==> config.mk <==
export PLATFORM = sky130hd
export DESIGN_NAME = square_wave_period_meter
export DESIGN_NICKNAME = d
export VERILOG_FILES = /design/src/rtl/square_wave_period_meter.sv
export SDC_FILE = /design/constraint.sdc
export NUM_CORES = 1
export LEC_CHECK = 0
export ABC_AREA = 1
export CORE_MARGIN = 2
export CORE_UTILIZATION = 30
export DETAILED_ROUTE_END_ITERATION = 8
export PLACE_DENSITY = 0.53
export SYNTH_ARGS = -nofsm -noshare
export SYNTH_HDL_FRONTEND = slang
export SYNTH_SLANG_ARGS = --single-unit
==> constraint.sdc <==
create_clock -name clk -period 1.9 [get_ports clk]
set_input_delay 0.57 -clock clk [delete_from_list [all_inputs] [get_ports clk]]
set_output_delay 0.57 -clock clk [all_outputs]
set_load 0.05 [all_outputs]
==> src/rtl/square_wave_period_meter.sv <==
// Period and high-time meter for a sampled square wave.
// A hysteresis comparator finds the edges, and sample counters measure the time between them.
module square_wave_period_meter #(
  parameter logic signed [15:0] THRESH_HIGH     = 16'sd4096,
  parameter logic signed [15:0] THRESH_LOW      = -16'sd4096,
  parameter int                 COUNT_WIDTH     = 20,
  parameter int                 TIMEOUT_SAMPLES = 48000
) (
  input  logic                   clk,
  input  logic                   reset,
  input  logic                   audio_clk_en,
  input  logic signed [15:0]     in,
  output logic [COUNT_WIDTH-1:0] period,
  output logic [COUNT_WIDTH-1:0] high_time,
  output logic                   valid,
  output logic                   no_signal
);

  localparam logic [1:0] ST_UNKNOWN = 2'd0;
  localparam logic [1:0] ST_LOW     = 2'd1;
  localparam logic [1:0] ST_HIGH    = 2'd2;

  localparam logic [COUNT_WIDTH-1:0] CNT_MAX     = {COUNT_WIDTH{1'b1}};
  localparam logic [COUNT_WIDTH-1:0] TIMEOUT_LIM = COUNT_WIDTH'(TIMEOUT_SAMPLES - 1);
  localparam logic [COUNT_WIDTH-1:0] CNT_ONE     = COUNT_WIDTH'(1);

  logic [1:0]             r_state;
  logic [COUNT_WIDTH-1:0] r_cnt;
  logic [COUNT_WIDTH-1:0] r_high_latch;
  logic                   r_armed;
  logic [COUNT_WIDTH-1:0] r_period;
  logic [COUNT_WIDTH-1:0] r_high_time;
  logic                   r_valid;
  logic                   r_no_signal;

  logic                   w_at_high;
  logic                   w_at_low;
  logic                   w_rise;
  logic                   w_fall;
  logic                   w_timeout;
  logic [1:0]             w_state_nxt;
  logic [COUNT_WIDTH-1:0] w_cnt_inc;

  // Comparator decisions, next state and saturating count for the current sample
  always_comb begin
    w_at_high   = (in >= THRESH_HIGH);
    w_at_low    = (in <= THRESH_LOW);
    w_rise      = (r_state == ST_LOW) && w_at_high;
    w_fall      = (r_state == ST_HIGH) && w_at_low;
    w_timeout   = !w_rise && (r_cnt >= TIMEOUT_LIM);
    w_cnt_inc   = (r_cnt == CNT_MAX) ? r_cnt : r_cnt + CNT_ONE;
    w_state_nxt = r_state;
    case (r_state)
      ST_UNKNOWN: begin
        if (w_at_high) begin
          w_state_nxt = ST_HIGH;
        end else if (w_at_low) begin
          w_state_nxt = ST_LOW;
        end else begin
          w_state_nxt = ST_UNKNOWN;
        end
      end
      ST_LOW: begin
        if (w_at_high) begin
          w_state_nxt = ST_HIGH;
        end else begin
          w_state_nxt = ST_LOW;
        end
      end
      ST_HIGH: begin
        if (w_at_low) begin
          w_state_nxt = ST_LOW;
        end else begin
          w_state_nxt = ST_HIGH;
        end
      end
      default: w_state_nxt = ST_UNKNOWN;
    endcase
  end

  // Measurement state; a rise on the same sample as the timeout takes priority
  always_ff @(posedge clk) begin
    if (reset) begin
      r_state      <= ST_UNKNOWN;
      r_cnt        <= '0;
      r_high_latch <= '0;
      r_armed      <= 1'b0;
      r_period     <= '0;
      r_high_time  <= '0;
      r_valid      <= 1'b0;
      r_no_signal  <= 1'b1;
    end else begin
      r_valid <= 1'b0;
      if (audio_clk_en) begin
        r_state <= w_state_nxt;
        r_cnt   <= w_rise ? CNT_ONE : w_cnt_inc;
        if (w_fall) begin
          r_high_latch <= r_cnt;
        end
        if (w_rise) begin
          if (r_armed) begin
            r_period    <= r_cnt;
            r_high_time <= r_high_latch;
            r_valid     <= 1'b1;
            r_no_signal <= 1'b0;
          end else begin
            r_armed <= 1'b1;
          end
        end else if (w_timeout) begin
          r_no_signal <= 1'b1;
          r_armed     <= 1'b0;
          r_period    <= '0;
          r_high_time <= '0;
        end
      end
    end
  end

  assign period    = r_period;
  assign high_time = r_high_time;
  assign valid     = r_valid;
  assign no_signal = r_no_signal;

endmodule

* Word level (Yosys, flattened, before mapping)
Cells that the tools add are included.
** Storage, ports and cells
- Register bits :: 85
- Input bits :: 19
- Output and inout port bits :: 42
** Cells by class
- Add/subtract/negate cells :: 1
- $lt $le $gt $ge :: 3
- Equality and inequality tests :: 5
- Mux-type cells :: 18
- Bitwise operators :: 2
- Reduce and logical (&&, ||, !) cells :: 11
** Operators by type and width (number)
- $mux 20 :: 7
- $add 20x1->20 const B :: 1
- $eq 20x20->1 const B :: 1
- $ge 20x16->1 const B :: 1
- $ge 16x14->1 const B :: 1
- $le 16x13->1 const B :: 1
- $mux 1 :: 7
- $mux 2 :: 3
- $pmux 2 s3 :: 1
- $reduce_and 2->1 :: 3
- $ne 2x2->1 const B :: 2
- $logic_and 1x1->1 :: 3
- $reduce_and 3->1 :: 1
- $reduce_or 3->1 :: 1
- $eq 2x1->1 const B :: 1
- $eq 2x2->1 const B :: 1
- $logic_not 2->1 :: 1
- $not 1->1 :: 2
- $reduce_bool 2->1 :: 1
- $logic_not 1->1 :: 1

* Logic depth before layout (Yosys ltp)
- Word-level depth :: 6
- Gate-level depth with buffers :: 14
- Depth with buffers taken out :: 13

* Least setup slack after synthesis
OpenSTA, ideal clock, no wires.
- Path kind :: in2reg
- Start :: in in[10]
- End :: reg r_high_latch[10]
- Setup time :: 115 ps
- Data arrival time :: 1649 ps
- Data required time :: 1785 ps
- Setup slack :: 136 ps
- Stages on the path :: 8
- Path buffers :: 1
- Cell sequence :: or2_2 -> nor3_1 -> nand4_1 -> nand2_1 -> clkbuf_1 -> nand3_1 -> nand2_1 -> nor2_1
** Between the ends
- Cells in the longest elaborated chain, start to end :: 3
** RTL lines
- start, declared :: line 12 : input logic signed [15:0] in,
- $le 16x13->1 :: line 47 : w_at_low = (in <= THRESH_LOW);
- $logic_and 1x1->1 :: line 49 : w_fall = (r_state == ST_HIGH) && w_at_low;
- $reduce_and 2->1 (no line)
- end signal, assigned :: line 98 : r_high_latch <= r_cnt;
- end, declared :: line 29 : logic [COUNT_WIDTH-1:0] r_high_latch;
No other way between the ends.
A chain may end at the register's enable or synchronous reset.

* Worst setup path after layout
- Start :: in in[11]
- End :: reg r_high_latch[1]
The elaborated chain is that of the path after synthesis.

==> impl_metrics.csv <==
group,metric,value,unit
cells_and_area,layout_common_cells,"nand2_1, inv_1, nor2_1",
power,power_density,704.5,nW/um^2
cts,h_tree_depth,3,
setup_path,cp_delay_by_family_top,"simple AND/OR/NAND/NOR gates",
detailed_routing,via_per_inst,4.523,
sta,min_period,1.856,ns
setup_path,crit_buf_inv,3,
detailed_routing,drt_pre_antenna_iters,4,
setup_path,cp_data_required_time,2.19,ns
cts,cts.path.max_buffers,2,
min_path,worst_hold_endpoint,"valid",
detailed_routing,drt-initial-drc-count,322,
global_routing,globalRouteMet1Util,21.04,%
global_routing,via_count_of_the_first_global_routing_pass,4023,
run,drv_cap,0,
floorplanning,row_count,44,
synthesis,synth.cell_area,4469,sq um
setup_path,crit_chain,"clkdlybuf4s50_1, or2_4, nor3_2, nand4_1, nand2_4, clkbuf_16, buf_4, a21oi_1, nor2_1",
detailed_routing,route.vias.total,4568,
sta,slew_headroom,72.56,%
synthesis,yosysUniqueCellTypes,29,
detailed_routing,drt_drc_violations_left,0,
cells_and_area,commonest_non_fill_non_tap_cell_in_the_layout,"nand2_1",
global_routing,globalRouteMet2Util,25.40,%
power,p_leak,2.825,nW
detailed_routing,antenna_violating_nets_post_route,0,
setup_path,rrSetupSlack,0.08,ns
synthesis,post_synth.cell_area_avg,6.182,sq um
min_path,timing.hold.worst_path_depth,2,
floorplanning,die-width,126.1,um
synthesis,synthesis.instances,723,
setup_path,r2r_start,"r_cnt[1]",
setup_path,timing.rr.end,"period[18]",
setup_path,worstPathArrival,2.14,ns
floorplanning,floorplan.initialDensity,30.75,%
global_routing,grt_antenna_before_repair,0,
cts,clock_tree_root_driver_cell,"clkbuf_16",
sta,timing.fmax,538.8,MHz
synthesis,synth-async-reset-ratio,0,%
global_routing,groute.layer.met3.usage,2.464,%
placed_design,gp_congestion,0.9203,
setup_path,critPathMaxFanout,8,
global_routing,first_pass_grt_wire_length,20.46,mm
synthesis,ys_seq_elements,85,
floorplanning,fp.dieArea,15890,sq um
cts,tritoncts,"done",
setup_path,criticalPathCategory,"in2reg",
synthesis,post-synth-top-area-cell,"dfxtp_1",
cells_and_area,finalNonFillerCells,1010,
synthesis,synth-warning-count,0,
synthesis,synth_top_area_share,38.07,%
sta,final.setup_skew,0.006657,ns
cts,worstSkewPairLatency,0.35,ns
cts,cts.clk_slew.worst_paths,0.07,ns
cells_and_area,antenna-diode-count,0,
floorplanning,fp.dieH,126.1,um
sta,final-max-slew-violation-count,0,
cells_and_area,filler_cell_count,1575,
placed_design,post_dp_cell_area,5559,sq um
synthesis,synth_enable_flop_cells,0,
sta,rsz0062_at_grt,"yes",
cells_and_area,share_of_post_route_cells_with_drive_strength_above_1,21.31,%
setup_path,timing.critical_path.slowest_cell_delay,0.40,ns
global_routing,grt_max_degree,32,
synthesis,synth.yosys.seq_area_share,38.07,%
detailed_routing,drt-total-wl,13.41,mm
placed_design,place.detailed.instances,980,
placed_design,placement.io_buffers,60,
floorplanning,io-pin-count,61,
floorplanning,core,14530,sq um
min_path,min_delay_src,"r_armed",
cells_and_area,final_nets,841,
global_routing,busiest_layer,"met2",
power,maximum_resistive_drop_on_vdd,0.4016,mV
detailed_routing,routed_wire_length_per_instance,13.27,um
synthesis,synthesis.nets,743,
global_routing,grt_overflow_total,0,
sta,finalHoldWorstSlack,0.4717,ns
cts,post_cts_hold_buffer_count,0,
synthesis,synthTopCellsByArea,"dfxtp_1, nand2_1, inv_1, nor2_1, nand4_1",
sta,final_hold_viol_count,0,
min_path,timing.hold.worst.class,"reg2reg",
cts,clkSinkCount,85,
cells_and_area,area_growth_syn_to_layout,40.65,%
placed_design,hpwlAfterDp,9.043,mm
sta,final_min_period_over_clock_period,97.68,%
setup_path,worstSetupEndpointType,"flip-flop",
cts,cts_made_buffers,9,
global_routing,globalRouteTotalUtil,15.94,%
sta,worstMarginPinSlew,0.4073,ns
sta,finalSetupViolCount,0,
synthesis,synth_top_flop_cell,"dfxtp_1",
setup_path,sort_of_element_at_the_start_of_the_critical_path,"primary input",
cells_and_area,layout.cell_area.non_filler,6286,sq um
setup_path,critPathSlowestCell,"clkdlybuf4s50_1",
setup_path,timing.reg2reg.worst_path_depth,14,
outcome,run_status,"finished, final reports clean",
registers in the layout, indices dropped and copies added, names as in the netlist:
| name | cells |
|---|---|
| r_cnt | 20 |
| valid | 1 |
| r_armed | 1 |
| period | 20 |
| r_state | 2 |
| r_high_latch | 20 |
| high_time | 20 |
| no_signal | 1 |
where the power goes:
| part | total [mW] | internal, mW | switching (mW) |
|---|---|---|---|
| clock network | 2.08 | 1.33 | 0.750 |
| registers | 1.84 | 1.82 | 0.0214 |
| logic | 0.514 | 0.222 | 0.292 |
per-layer routing:
layer  part of all wire (%)  vias up
met1                     47     2059
met4                    2.4        0
met3                    3.5       18
met5                      0        -
li1                       -     2417
met2                     47       74
per-stage QoR:
stage	utilization (%)	total power, mW	setup TNS, ns	worst slack [ns]
after global placement	38.25	2.342	-26.83	-0.3749
after CTS	40.74	4.432	0	0.001921
after floorplan	-	2.143	0	0.1355
final	43.25	4.428	0	0.04416
after global routing	43.25	4.595	-0.1475	-0.01147
after detailed placement	38.25	2.342	-27.45	-0.3836
final cells by class:
cell class              count  area [sq um]  share of cell area, %
multi-input cells         475          2218                  35.29
flip-flops and latches     85          1705                  27.13
repair buffers            129          1324                  21.06
inverters                 121         459.2                  7.305
clock buffers              11         242.7                  3.861
well taps                 184         230.2                  3.662
clock inverters             5         106.4                  1.692
synth_stat cells, drive strengths merged, types with 2 or more instances:
cell type and n:
nor4 2, or2 2, nand2 214, nor3 11, buf 21, xor2 3, inv 121, o21ai 7
nand3 41, dfxtp 85, clkbuf 21, a21oi 33, nand4 46, nor2 113
worst register-to-register path, cell delays in order (launching register included):
cell	delay [ns]
dfxtp_2	0.35
ha_4	0.16
nand2_4	0.06
nor2_4	0.11
nand2_2	0.07
nand2_2	0.06
nand2_2	0.05
nand2_2	0.08
nand2_4	0.06
nand2_4	0.10
nand3_4	0.22
clkbuf_16	0.26
nand2_1	0.06
inv_1	0.03
nor2_1	0.09
timing repair:
item                                    CTS  global route
endpoints found under the setup margin   36            78
setup buffers                             0             6
resized for setup                         2            47
cloned                                    0             8
endpoints found under the hold margin     0             0
pin swaps                                 0            23
worst max-delay path by stage:
stage	from	end	cells after the start
2_1_floorplan	in[10]	r_high_latch[10]	8
3_3_place_gp	in[14]	period[8]	12
3_5_place_dp	in[14]	period[4]	12
4_1_cts	in[10]	r_high_latch[11]	9
5_1_grt	r_cnt[1]	high_time[11]	14
6_report	in[11]	r_high_latch[1]	9
logic make-up (layout without fill, tap and decap cells):
kind of cell / Yosys count / after routing / synth area share (%)
and+or+nand+nor: 430 / 430 / 41.49
AOI/OAI and AO/OA: 41 / 41 / 4.619
adders and majority gates: 1 / 1 / 0.2799
DFF: 85 / 85 / 38.07
buffers and inverters: 163 / 266 / 14.95
xor gates and xnor gates: 3 / 3 / 0.5880
Power figures use the tool's default switching activity.
